--- src/rtl/serializer_stream_pkg.sv ---
// Shared types and the length rule for serializer_stream.
// Optional feature macro: SERIALIZER_PARITY_EN (see serializer_stream.sv).
package serializer_stream_pkg;

    typedef enum logic [1:0] {
        IDLE   = 2'd0,
        SHIFT  = 2'd1,
        PARITY = 2'd2
    } ser_state_t;

    typedef enum logic {
        MSB_FIRST = 1'b0,
        LSB_FIRST = 1'b1
    } ser_order_t;

    // A zero or oversized bit count means "send the whole word".
    function automatic int unsigned eff_len(input int unsigned mod, input int unsigned data_w);
        if ((mod == 32'd0) || (mod > data_w)) begin
            return data_w;
        end else begin
            return mod;
        end
    endfunction

endpackage

--- src/rtl/serializer_stream_shift.sv ---
// Shifter, bit counter, order register and last-bit detect for serializer_stream.
// The running parity of the bits sent so far is kept here as well.
module ser_shift_unit
    import serializer_stream_pkg::*;
#(
    parameter int DATA_W = 16,
    parameter int CNT_W  = $clog2(DATA_W + 1)
) (
    input  logic              clk,
    input  logic              rst,
    input  logic              load,
    input  logic [DATA_W-1:0] load_data,
    input  logic [CNT_W-1:0]  load_len,
    input  ser_order_t        load_order,
    input  logic              advance,
    output logic              bit_out,
    output logic              last,
    output logic              parity
);

    localparam logic [CNT_W-1:0] FULL_LEN = CNT_W'(DATA_W);
    localparam logic [CNT_W-1:0] CNT_ONE  = CNT_W'(1'b1);

    logic [DATA_W-1:0] shreg_r;
    logic [CNT_W-1:0]  cnt_r;
    logic [CNT_W-1:0]  len_r;
    ser_order_t        order_r;
    logic              par_r;

    // LSB-first words are pre-aligned so the field's lowest bit sits at bit 0.
    always_ff @(posedge clk or posedge rst) begin
        if (rst) begin
            shreg_r <= {DATA_W{1'b0}};
            cnt_r   <= {CNT_W{1'b0}};
            len_r   <= {CNT_W{1'b0}};
            order_r <= MSB_FIRST;
            par_r   <= 1'b0;
        end else if (load) begin
            shreg_r <= (load_order == LSB_FIRST) ? (load_data >> (FULL_LEN - load_len)) : load_data;
            cnt_r   <= {CNT_W{1'b0}};
            len_r   <= load_len;
            order_r <= load_order;
            par_r   <= 1'b0;
        end else if (advance) begin
            shreg_r <= (order_r == LSB_FIRST) ? {1'b0, shreg_r[DATA_W-1:1]}
                                              : {shreg_r[DATA_W-2:0], 1'b0};
            par_r   <= par_r ^ bit_out;
            if (!last) begin
                cnt_r <= cnt_r + CNT_ONE;
            end
        end
    end

    assign bit_out = (order_r == LSB_FIRST) ? shreg_r[0] : shreg_r[DATA_W-1];
    assign last    = (cnt_r == (len_r - CNT_ONE));
    assign parity  = par_r;

endmodule

--- src/rtl/serializer_stream.sv ---
// Word-to-bitstream serializer with valid/ready on both sides and a one-word hold register.
// Define SERIALIZER_PARITY_EN to append an even-parity bit after every word.
module serializer_stream
    import serializer_stream_pkg::*;
#(
    parameter int DATA_W = 16,
    parameter int MOD_W  = $clog2(DATA_W),
    parameter int CNT_W  = $clog2(DATA_W + 1)
) (
    input  logic              clk_i,
    input  logic              arst_i,
    input  logic [DATA_W-1:0] data_i,
    input  logic [MOD_W-1:0]  data_mod_i,
    input  logic              data_lsb_first_i,
    input  logic              data_val_i,
    output logic              data_rdy_o,
    output logic              ser_data_o,
    output logic              ser_data_val_o,
    input  logic              ser_data_rdy_i,
    output logic              ser_last_o,
    output logic              busy_o
);

    ser_state_t        state_r, state_nxt_s;
    logic              hold_vld_r, hold_vld_nxt_s;
    logic [DATA_W-1:0] hold_data_r;
    logic [CNT_W-1:0]  hold_len_r;
    ser_order_t        hold_order_r;
    logic              rdy_r;
    logic              busy_r;

    logic              accept_s, xfer_s, word_done_s;
    logic              load_s, load_hold_s, hold_we_s, advance_s;
    logic [CNT_W-1:0]  in_len_s, load_len_s;
    logic [DATA_W-1:0] load_data_s;
    ser_order_t        in_order_s, load_order_s;
    logic              sh_bit_s, sh_last_s, sh_par_s;
    logic              ser_val_s;

    assign in_len_s   = CNT_W'(eff_len(32'(data_mod_i), 32'(DATA_W)));
    assign in_order_s = ser_order_t'(data_lsb_first_i);

    assign ser_val_s = (state_r != IDLE);
    assign accept_s  = data_val_i & rdy_r;
    assign xfer_s    = ser_val_s & ser_data_rdy_i;
    assign advance_s = xfer_s & (state_r == SHIFT);

    assign load_data_s  = load_hold_s ? hold_data_r  : data_i;
    assign load_len_s   = load_hold_s ? hold_len_r   : in_len_s;
    assign load_order_s = load_hold_s ? hold_order_r : in_order_s;

    // Next state, shifter load source and hold-register write.
    always_comb begin
        state_nxt_s    = state_r;
        hold_vld_nxt_s = hold_vld_r;
        load_s         = 1'b0;
        load_hold_s    = 1'b0;
        hold_we_s      = 1'b0;
        word_done_s    = 1'b0;

        case (state_r)
            IDLE: begin
                if (accept_s) begin
                    load_s      = 1'b1;
                    state_nxt_s = SHIFT;
                end else begin
                    state_nxt_s = IDLE;
                end
            end
            SHIFT: begin
                if (xfer_s && sh_last_s) begin
`ifdef SERIALIZER_PARITY_EN
                    state_nxt_s = PARITY;
`else
                    word_done_s = 1'b1;
`endif
                end else begin
                    state_nxt_s = SHIFT;
                end
            end
            PARITY: begin
                if (xfer_s) begin
                    word_done_s = 1'b1;
                end else begin
                    state_nxt_s = PARITY;
                end
            end
            default: begin
                state_nxt_s = IDLE;
            end
        endcase

        // A held word always wins at a word boundary; rdy is low then, so no accept can collide.
        if (word_done_s) begin
            if (hold_vld_r) begin
                load_s         = 1'b1;
                load_hold_s    = 1'b1;
                hold_vld_nxt_s = 1'b0;
                state_nxt_s    = SHIFT;
            end else if (accept_s) begin
                load_s      = 1'b1;
                state_nxt_s = SHIFT;
            end else begin
                state_nxt_s = IDLE;
            end
        end else if ((state_r != IDLE) && accept_s) begin
            hold_we_s      = 1'b1;
            hold_vld_nxt_s = 1'b1;
        end else begin
            hold_we_s = 1'b0;
        end
    end

    // State, hold register and the registered handshake/status outputs.
    always_ff @(posedge clk_i or posedge arst_i) begin
        if (arst_i) begin
            state_r      <= IDLE;
            hold_vld_r   <= 1'b0;
            hold_data_r  <= {DATA_W{1'b0}};
            hold_len_r   <= {CNT_W{1'b0}};
            hold_order_r <= MSB_FIRST;
            rdy_r        <= 1'b0;
            busy_r       <= 1'b0;
        end else begin
            state_r    <= state_nxt_s;
            hold_vld_r <= hold_vld_nxt_s;
            rdy_r      <= !hold_vld_nxt_s;
            busy_r     <= (state_nxt_s != IDLE) | hold_vld_nxt_s;
            if (hold_we_s) begin
                hold_data_r  <= data_i;
                hold_len_r   <= in_len_s;
                hold_order_r <= in_order_s;
            end
        end
    end

    ser_shift_unit #(
        .DATA_W (DATA_W),
        .CNT_W  (CNT_W)
    ) u_shift (
        .clk        (clk_i),
        .rst        (arst_i),
        .load       (load_s),
        .load_data  (load_data_s),
        .load_len   (load_len_s),
        .load_order (load_order_s),
        .advance    (advance_s),
        .bit_out    (sh_bit_s),
        .last       (sh_last_s),
        .parity     (sh_par_s)
    );

    assign ser_data_val_o = ser_val_s;
    assign data_rdy_o     = rdy_r;
    assign busy_o         = busy_r;
    assign ser_data_o     = (state_r == PARITY) ? sh_par_s : ((state_r == SHIFT) & sh_bit_s);
`ifdef SERIALIZER_PARITY_EN
    assign ser_last_o = (state_r == PARITY);
`else
    assign ser_last_o = (state_r == SHIFT) & sh_last_s;
`endif

endmodule
--- config.mk ---
export PLATFORM = sky130hd
export DESIGN_NAME = serializer_stream
export DESIGN_NICKNAME = d
export VERILOG_FILES = /design/src/rtl/serializer_stream_pkg.sv /design/src/rtl/serializer_stream_shift.sv /design/src/rtl/serializer_stream.sv
export SDC_FILE = /design/constraint.sdc
export NUM_CORES = 1
export LEC_CHECK = 0
export ABC_AREA = 0
export BUFFER_PORTS_ARGS = -buffer_cell sky130_fd_sc_hd__clkbuf_2
export CAP_MARGIN = 30
export CORE_ASPECT_RATIO = 0.9
export CORE_MARGIN = 4
export CORE_UTILIZATION = 35
export CTS_CLUSTER_DIAMETER = 80
export DETAILED_ROUTE_END_ITERATION = 8
export PLACE_DENSITY = 0.6
export SLEW_MARGIN = 40
export SYNTH_ARGS = -nofsm -noshare
export SYNTH_HDL_FRONTEND = slang
export SYNTH_HIERARCHICAL = 1
export SYNTH_SLANG_ARGS = --single-unit
--- constraint.sdc ---
create_clock -name clk_i -period 6.3 [get_ports clk_i]
set_input_delay 1.89 -clock clk_i [delete_from_list [all_inputs] [get_ports clk_i]]
set_output_delay 1.89 -clock clk_i [all_outputs]
set_load 0.05 [all_outputs]
==> run_results.csv, run 1 <==
group,metric,value,unit
detailed_routing,first_iter_violations,225,
synthesis,synth-seq-cells,55,
final_layout,final_core_util,0.397,
synthesis,synthSimpleGateAreaFrac,0.126,
cts,hold_buffers,0,
timing,period_minus_slack,5170,ps
place,gp_congestion,0.906,
cts,cts-root-buf,"clkbuf_16",
setup_path,cp_max_fo,22,
synthesis,ys.flop_type,"dfrtp_1",
run,drv_cap,0,
synthesis,muxShareOfSynthArea,0.293,
timing,setup-violations-final,0,
detailed_routing,postRouteWirelength,8.42,mm
synthesis,async_reset_ff_frac,1.00,
die,ios,30,
setup_path,rr_worst_depth,15,
die,rows,36,
synthesis,synth_edf_count,0,
timing,clock_skew,6.49,ps
cts,cts_tree,"yes",
timing,rsz0062_at_grt,"no",
cts,htreeDepth,2,
synthesis,synth_area_leaders,"dfrtp_1 (35%), mux2_2 (9.9%), mux2_4 (7.5%)",
cts,clockBufferDepth,2,
power_and_ir_drop,power_density,412,nW/µm²
synthesis,synthDistinctLibCells,60,
cts,clock_latency,290,ps
cts,cts_buffers,5,
final_layout,num_antenna_cells,0,
final_layout,drive_above_1_share,0.293,
timing,timing.final.crit_share,0.820,
grt,grt_max_degree,39,
synthesis,synth_compound_area_frac,0.139,
setup_path,endpoint_kind,"register",
timing,hold_viol,0,
detailed_routing,dr.pass1.iters,4,
setup_path,r2r_start,"u_shift/len_r[0]",
detailed_routing,wl_per_cell,15.3,µm
synthesis,synth.largest_area_cell,"dfrtp_1",
synthesis,syn_nets,418,
timing,fin_setup_tns,0,ps
detailed_routing,num_vias,2931,
setup_path,r2r_slack,1130,ps
setup_path,slowest_delay,730,ps
worst_hold_path,hold_path_class,"reg -> reg",
synthesis,synthCells,385,
setup_path,crit_arrival,5330,ps
worst_hold_path,hold_start,"hold_data_r[15]",
final_layout,final_nets,432,
timing,max_clock_freq,0.194,GHz
die,die_area,13200,µm²
synthesis,yosysSeqAreaShare,0.345,
synthesis,synth_top_cell_area_share,0.345,
cts,cts_resized,0,
setup_path,critical_path_class,"reg -> reg",
die,core_area,11000,µm²
detailed_routing,ant_nets,0,
setup_path,worstPathCellList,"inv_1, ha_1, and3_1, o2bb2ai_1, a2111oi_4, a21oi_2, or3b_1, buf_4, mux2_4, inv_1, ha_1, mux2_2, mux4_2, a22oi_1, a21oi_1",
timing,slew_violations,0,
cts,clkTransAtPathRegs,70,ps
grt,grt_pass1_vias,2892,
synthesis,yosys_warnings,6,
synthesis,synth_xor_area_frac,0.0220,
place,place_area,4210,µm²
timing,slew_headroom,0.469,
power_and_ir_drop,p_leak,0.00190,µW
final_layout,final_cell_mix,"dfrtp_1 (55), nand2_1 (38), mux2_2 (35)",
detailed_routing,drc_errors,0,
synthesis,syn-cell-area,3990,µm²
place,io_buffers,29,
place,dp_hpwl,6.30,mm
synthesis,synth_top_family_by_area,"multiplexers",
worst_hold_path,min_to,"hold_data_r[15]",
worst_hold_path,hold_depth,1,
setup_path,slowest_stage,"ha_1",
detailed_routing,drt-vias-per-instance,5.31,
grt,grt_pass1_wl,14.6,mm
grt,grt.total_usage,0.135,
outcome,outcome,"completed",
final_layout,layout_commonest_cell,"dfrtp_1",
cts,clock_sinks,55,
grt,grt_overflow,0,
cts,cts_setup_buffers,0,
final_layout,syn_to_final_growth,9.51,%
synthesis,synthAdderAreaFrac,0.0251,
synthesis,synth_area_per_cell,10.4,µm²
die,fp.dieW,120,µm
final_layout,design_area,4370,µm²
setup_path,start_kind,"register",
grt,antenna_found_initial,0,
setup_path,required,6460,ps
die,die_h,109,µm
setup_path,r2r-end,"u_shift/shreg_r[9]",
timing,worstMarginPinSlew,796,ps
power_and_ir_drop,ir_drop,0.000153,V
die,start_util,0.363,
cell families (layout without fill, tap and decap cells):
group,Yosys count,in the layout
simple gates,102,102
compound gates,86,86
mux,85,85
flops,55,55
buf+inv,39,54
xor+xnor,10,10
fa+ha+maj,8,8
metrics by stage:
stage | hold WS, ps | instances | power [µW] | setup WS (ps)
2_1_floorplan | 475 | 385 | 1350 | 1180
3_3_place_gp | 484 | 544 | 1490 | 965
3_5_place_dp | 490 | 544 | 1520 | 852
4_1_cts | 505 | 552 | 1800 | 897
5_1_grt | 520 | 552 | 1950 | 758
6_report | 501 | 552 | 1800 | 1130
synth_stat cells (3+ instances only):
master / count
nor2_1: 26
mux2_2: 35
dfrtp_1: 55
a21oi_1: 31
mux2i_1: 18
mux4_1: 6
ha_1: 8
inv_1: 14
nand2_1: 38
xor2_1: 4
buf_6: 3
clkbuf_1: 14
mux4_2: 6
o21ai_0: 18
a22oi_1: 6
xnor2_1: 6
nor2b_1: 5
mux2_4: 20
a32oi_1: 3
or2_2: 4
a31oi_1: 5
a2bb2oi_1: 3
nand3_1: 3
nand2b_1: 4
or3_1: 4
registers in the layout (all words and copies together) (netlist names):
| signal | flops |
|---|---|
| hold_data_r | 16 |
| u_shift/shreg_r | 16 |
| hold_len_r | 5 |
| u_shift/cnt_r | 5 |
| u_shift/len_r | 5 |
| state_r | 2 |
| busy_o | 1 |
| data_rdy_o | 1 |
| hold_order_r | 1 |
| hold_vld_r | 1 |
| u_shift/order_r | 1 |
| u_shift/parity | 1 |
layout make-up:
| type | instances | area [µm²] |
|---|---|---|
| clock buffers | 6 | 129 |
| well taps | 152 | 190 |
| multi-input cells | 291 | 2440 |
| inverters | 14 | 52.6 |
| clock inverters | 2 | 12.5 |
| flip-flops and latches | 55 | 1380 |
| fillers | 1086 | 6630 |
| repair buffers | 32 | 168 |
critical path: cells and delay by family (launching register included):
| family | cells | cell delay [ps] |
|---|---|---|
| AO/OA/AOI/OAI | 5 | 1200 |
| adder cells (fa/ha/maj) | 2 | 960 |
| buffers and inverters | 3 | 520 |
| flip-flops | 1 | 400 |
| multiplexers | 3 | 1350 |
| AND/OR/NAND/NOR | 2 | 600 |
per-layer routing:
layer	vias to the layer above	track usage	part of all wire
met3	14	0.0145	0.027
met1	1400	0.200	0.50
met5	-	0	0
li1	1443	-	-
met2	74	0.210	0.45
met4	0	0.0340	0.017
worst max-delay path by stage:
stage / start / slack [ps] / cells after the start / to
after global placement: ser_data_rdy_i / 960 / 11 / u_shift/shreg_r[9]
after CTS: u_shift/len_r[0] / 900 / 15 / u_shift/shreg_r[9]
final: u_shift/len_r[0] / 1130 / 15 / u_shift/shreg_r[9]
after global routing: u_shift/len_r[0] / 760 / 15 / u_shift/shreg_r[9]
after floorplan: ser_data_rdy_i / 1180 / 14 / u_shift/shreg_r[9]
after detailed placement: ser_data_rdy_i / 850 / 11 / u_shift/shreg_r[9]
power by group:
group | switching (µW) | internal (µW)
Clock | 123 | 147
Sequential | 136 | 514
Combinational | 462 | 417
(Power assumes the default switching activity.)
==> run 2: changes to the inputs <==
--- a/config.mk
+++ b/config.mk
@@ -13,7 +13,7 @@
 export CORE_UTILIZATION = 35
 export CTS_CLUSTER_DIAMETER = 80
 export DETAILED_ROUTE_END_ITERATION = 8
-export PLACE_DENSITY = 0.6
+export PLACE_DENSITY = 0.62
 export SLEW_MARGIN = 40
 export SYNTH_ARGS = -nofsm -noshare
 export SYNTH_HDL_FRONTEND = slang
==> constraint.sdc (replaced) <==
create_clock -name clk_i -period 4.75 [get_ports clk_i]
set_input_delay 1.425 -clock clk_i [delete_from_list [all_inputs] [get_ports clk_i]]
set_output_delay 1.425 -clock clk_i [all_outputs]
set_load 0.05 [all_outputs]
==> run 2 against run 1 <==
Against the previous run:
- count of clock-buffer cells in the layout stayed put
- worst hold slack better by 6.5 ps
- global-route usage is 0.096 points higher
- utilization is 0.83 points higher
- sequential power is 32% higher
- die area stayed put
- largest cell class unchanged
- clock skew is 3.0 ps higher
- fmax is 18% higher
==> run_results.csv, run 2 (synthesized netlist as in run 1, its figures left out) <==
group,metric,value,unit
outcome,outcome,"completed",
place,io_buffers,29,
final_layout,syn_to_final_growth,11.8,%
final_layout,layout_commonest_cell,"dfrtp_1",
power_and_ir_drop,finalPower,2520,µW
cts,cts_buffers,5,
final_layout,num_antenna_cells,0,
die,fp.dieW,120,µm
detailed_routing,dr.pass1.iters,5,
setup_path,critical_path_class,"reg -> reg",
setup_path,slowest_delay,550,ps
cts,clockBufferDepth,2,
timing,fin_setup_tns,0,ps
cts,cts_setup_buffers,0,
grt,grt_pass1_vias,2902,
timing,period_minus_slack,4380,ps
die,start_util,0.363,
worst_hold_path,hold_depth,1,
grt,grt_max_degree,39,
setup_path,endpoint_kind,"register",
cts,hold_buffers,0,
detailed_routing,num_vias,3010,
setup_path,crit_arrival,4580,ps
cts,clock_sinks,55,
power_and_ir_drop,ir_drop,0.000199,V
timing,hold_viol,0,
grt,grt.total_usage,0.136,
timing,worstMarginPinSlew,787,ps
setup_path,r2r_start,"u_shift/len_r[0]",
timing,clock_skew,9.50,ps
setup_path,slowest_stage,"or3b_1",
cts,htreeDepth,2,
power_and_ir_drop,p_leak,0.00196,µW
worst_hold_path,min_to,"hold_len_r[4]",
setup_path,required,4950,ps
cts,clock_latency,290,ps
setup_path,start_kind,"register",
die,core_area,11000,µm²
detailed_routing,drc_errors,0,
timing,setup-violations-final,0,
grt,antenna_found_initial,0,
detailed_routing,ant_nets,0,
detailed_routing,wl_per_cell,15.2,µm
detailed_routing,postRouteWirelength,8.48,mm
die,die_area,13200,µm²
setup_path,cp_max_fo,7,
place,gp_congestion,0.846,
cts,cts_tree,"yes",
final_layout,final_nets,438,
cts,clkTransAtPathRegs,70,ps
timing,timing.final.crit_share,0.921,
final_layout,drive_above_1_share,0.300,
die,rows,36,
worst_hold_path,hold_start,"hold_len_r[4]",
worst_hold_path,hold_path_class,"reg -> reg",
die,ios,30,
final_layout,final_cell_mix,"dfrtp_1 (55), nand2_1 (38), mux2_2 (35)",
place,dp_hpwl,6.39,mm
detailed_routing,drt-vias-per-instance,5.39,
setup_path,r2r-end,"u_shift/shreg_r[15]",
detailed_routing,first_iter_violations,251,
setup_path,worstPathCellList,"inv_1, ha_1, xnor2_1, o2bb2ai_1, a2111oi_4, a21oi_2, or3b_1, mux2_4, inv_1, ha_1, nor3b_1, mux2_2, or2_1, or3_1, a31oi_1",
power_and_ir_drop,power_density,566,nW/µm²
run,drv_cap,0,
cts,cts-root-buf,"clkbuf_16",
setup_path,r2r_slack,370,ps
grt,grt_pass1_wl,14.6,mm
timing,max_clock_freq,0.229,GHz
die,die_h,109,µm
timing,slew_violations,0,
setup_path,rr_worst_depth,15,
cts,cts_resized,0,
timing,slew_headroom,0.475,
final_layout,top_regs,"hold_data_r: 16 flops, u_shift/shreg_r: 16 flops",
grt,grt_overflow,0,
timing,rsz0062_at_grt,"no",
==> run 2: cell count changes in the layout (fill, tap and decap cells not counted), sizes merged <==
cell      delta
clkinv       -1
clkinvlp     -1
bufinv       +2
buf          +6
==> run 2: routing by layer <==
| layer | wire, µm | GRT usage | share of wire |
|---|---|---|---|
| met5 | 0 | 0 | 0 |
| met4 | 33 | 0.0251 | 0.0039 |
| met3 | 444 | 0.0192 | 0.052 |
| met2 | 3870 | 0.212 | 0.46 |
| met1 | 4130 | 0.202 | 0.49 |
==> run 2: final cells by class <==
class                   count  area (µm²)
fillers                  1115        6530
multi-input cells         291        2440
flip-flops and latches     55        1380
repair buffers             38         213
well taps                 152         190
clock buffers               6         129
clock inverters             2        60.1
inverters                  14        52.6
==> run 2: report_power, final <==
group / internal (µW) / switching [µW] / total [µW]
clock: 303 / 163 / 466
sequential: 682 / 180 / 862
combinational: 571 / 625 / 1200
==> run 2: worst max-delay path, delay by kind of cell (launching register included) <==
kind	cells	cell delay, ps
simple gates	4	1400
compound gates	4	920
flops	1	380
mux	2	810
xor+xnor	1	140
buf+inv	2	160
fa+ha+maj	2	500
==> run 2: worst max path at each step <==
stage,startpoint,end,slack (ps),depth (start not counted)
final,u_shift/len_r[0],u_shift/shreg_r[15],370,15
after floorplan,u_shift/len_r[0],u_shift/shreg_r[9],30,19
after global placement,ser_data_rdy_i,u_shift/shreg_r[15],420,11
after CTS,u_shift/len_r[0],u_shift/shreg_r[15],350,15
after global routing,u_shift/len_r[0],u_shift/shreg_r[15],110,15
after detailed placement,ser_data_rdy_i,u_shift/shreg_r[15],310,11
==> run 2: stage by stage <==
stage,util,area [µm²],setup WS [ps],hold WS [ps],instances
2_1_floorplan,-,4000,32.4,475,385
3_3_place_gp,0.388,4260,419,485,550
3_5_place_dp,0.388,4270,305,491,550
4_1_cts,0.406,4460,354,509,558
5_1_grt,0.406,4460,106,530,558
6_report,0.406,4460,375,508,558
==> run 3: changes to the inputs <==
--- a/config.mk
+++ b/config.mk
@@ -6,14 +6,14 @@
 export NUM_CORES = 1
 export LEC_CHECK = 0
 export ABC_AREA = 0
-export BUFFER_PORTS_ARGS = -buffer_cell sky130_fd_sc_hd__clkbuf_2
 export CAP_MARGIN = 30
 export CORE_ASPECT_RATIO = 0.9
 export CORE_MARGIN = 4
 export CORE_UTILIZATION = 35
 export CTS_CLUSTER_DIAMETER = 80
 export DETAILED_ROUTE_END_ITERATION = 8
-export PLACE_DENSITY = 0.62
+export DONT_BUFFER_PORTS = 1
+export PLACE_DENSITY = 0.6
 export SLEW_MARGIN = 40
 export SYNTH_ARGS = -nofsm -noshare
 export SYNTH_HDL_FRONTEND = slang
==> run 3 against run 2 <==
Against the previous run:
- register-to-register slack worse by 97 ps
- critical endpoint unchanged
- clock power is 22% lower
- clock skew is 2.0 ps lower
- global-route usage is 0.25 points lower
- largest power group unchanged
- sequential power is 2% lower
- fmax is 2.2% lower
- routed wire length is 1.6% lower
==> run_results.csv, run 3 (synthesized netlist as in run 1, its figures left out) <==
group,metric,value,unit
cts,cts_resized,0,
timing,setup-violations-final,0,
detailed_routing,num_vias,2860,
setup_path,rr_worst_depth,15,
grt,grt_overflow,0,
power_and_ir_drop,power_density,559,nW/µm²
cts,cts_buffers,5,
cts,cts_tree,"yes",
cts,cts_setup_buffers,0,
timing,period_minus_slack,4470,ps
die,ios,30,
die,fp.dieW,120,µm
timing,hold_viol,0,
detailed_routing,drt-vias-per-instance,5.41,
die,core_area,11000,µm²
run,drv_cap,0,
worst_hold_path,hold_depth,1,
cts,cts-root-buf,"clkbuf_16",
setup_path,critical_path_class,"reg -> reg",
timing,worstMarginPinSlew,677,ps
worst_hold_path,hold_path_class,"reg -> reg",
final_layout,final_core_util,0.389,
grt,grt_max_degree,39,
final_layout,num_antenna_cells,0,
timing,max_clock_freq,0.224,GHz
timing,fin_setup_tns,0,ps
setup_path,cp_max_fo,7,
timing,timing.final.crit_share,0.942,
final_layout,drive_above_1_share,0.252,
worst_hold_path,hold_start,"hold_data_r[15]",
setup_path,slowest_delay,540,ps
detailed_routing,first_iter_violations,130,
final_layout,final_cell_mix,"dfrtp_1 (55), nand2_1 (38), mux2_2 (35)",
place,gp_congestion,0.885,
setup_path,slowest_stage,"or3b_1",
place,dp_cells,521,
place,dp_hpwl,6.38,mm
setup_path,r2r_slack,280,ps
setup_path,r2r_start,"u_shift/len_r[0]",
cts,htreeDepth,2,
cts,clockBufferDepth,2,
setup_path,endpoint_kind,"register",
worst_hold_path,min_to,"hold_data_r[15]",
timing,slew_headroom,0.547,
grt,grt_pass1_vias,2710,
timing,finalWorstSetupSlack,277,ps
power_and_ir_drop,ir_drop,0.000217,V
cts,clock_latency,290,ps
setup_path,worstPathCellList,"inv_1, ha_1, xnor2_1, o2bb2ai_1, a2111oi_4, a21oi_2, or3b_1, mux2_4, inv_1, ha_1, nor3b_1, mux2_2, or2_1, or3_1, a31oi_1",
final_layout,instances_no_fill,529,
grt,antenna_found_initial,0,
die,start_util,0.363,
final_layout,top_regs,"hold_data_r: 16 flops, u_shift/shreg_r: 16 flops",
cts,clock_sinks,55,
grt,grt.total_usage,0.133,
die,die_h,109,µm
setup_path,r2r-end,"u_shift/shreg_r[15]",
setup_path,crit_arrival,4680,ps
cts,clkTransAtPathRegs,70,ps
final_layout,design_area,4270,µm²
cts,hold_buffers,0,
detailed_routing,drc_errors,0,
timing,clock_skew,7.47,ps
detailed_routing,ant_nets,0,
detailed_routing,dr.pass1.iters,5,
place,place_area,4130,µm²
die,rows,36,
timing,rsz0062_at_grt,"no",
final_layout,syn_to_final_growth,7.16,%
place,io_buffers,0,
setup_path,start_kind,"register",
final_layout,final_nets,409,
power_and_ir_drop,p_leak,0.00181,µW
timing,slew_violations,0,
grt,grt_pass1_wl,14.2,mm
place,place_ws,325,ps
final_layout,layout_commonest_cell,"dfrtp_1",
die,die_area,13200,µm²
detailed_routing,postRouteWirelength,8.35,mm
setup_path,required,4960,ps
outcome,outcome,"completed",
detailed_routing,wl_per_cell,15.8,µm
## run 3: changes by cell type in the layout (fill, tap and decap cells not counted), sizes merged
cell,change
clkbuf,-30
bufinv,-2
clkinvlp,+2
clkinv,+1
## run 3: layout make-up
type / instances / area [µm²]
Multi-Input combinational cell: 291 / 2440
Tap cell: 152 / 190
Clock buffer: 5 / 125
Sequential cell: 55 / 1380
Timing Repair Buffer: 9 / 67.6
Inverter: 14 / 52.6
Fill cell: 1105 / 6720
Clock inverter: 3 / 20.0
## run 3: metal layers
layer | part of all wire | global-route usage | routed length, µm | vias up
met2 | 0.43 | 0.202 | 3630 | 62
met1 | 0.50 | 0.196 | 4150 | 1388
li1 | - | - | - | 1398
met5 | 0 | 0 | 0 | -
met4 | 0.017 | 0.0405 | 139 | 0
met3 | 0.051 | 0.0202 | 425 | 12
## run 3: worst max path at each step
stage	from	endpoint	slack, ps	cells after the start
after floorplan	u_shift/len_r[0]	u_shift/shreg_r[9]	30	19
after global placement	ser_data_rdy_i	u_shift/shreg_r[15]	440	10
after detailed placement	u_shift/len_r[0]	u_shift/shreg_r[15]	330	15
after CTS	u_shift/len_r[0]	u_shift/shreg_r[15]	280	15
after global routing	u_shift/len_r[0]	u_shift/shreg_r[15]	3	15
final	u_shift/len_r[0]	u_shift/shreg_r[15]	280	15
## run 3: critical path: cells and delay by family, from the launching register on
kind,cells,cell delay [ps]
DFF,1,380
and+or+nand+nor,4,1400
buffers and inverters,2,270
AOI/OAI and AO/OA,4,890
muxes,2,780
xor gates and xnor gates,1,140
adders and majority gates,2,530
## run 3: per-stage QoR
stage                     hold slack [ps]  power [µW]
after floorplan                       475        1810
after global placement                485        2000
after detailed placement              492        2040
after CTS                             509        2410
after global routing                  526        2590
final                                 503        2390
## run 3: where the power goes
group	switching (µW)	leakage, µW	internal [µW]
Combinational	622	0.00110	556
Clock	169	0.0000658	195
Sequential	166	0.000646	683
Total	957	0.00181	1430
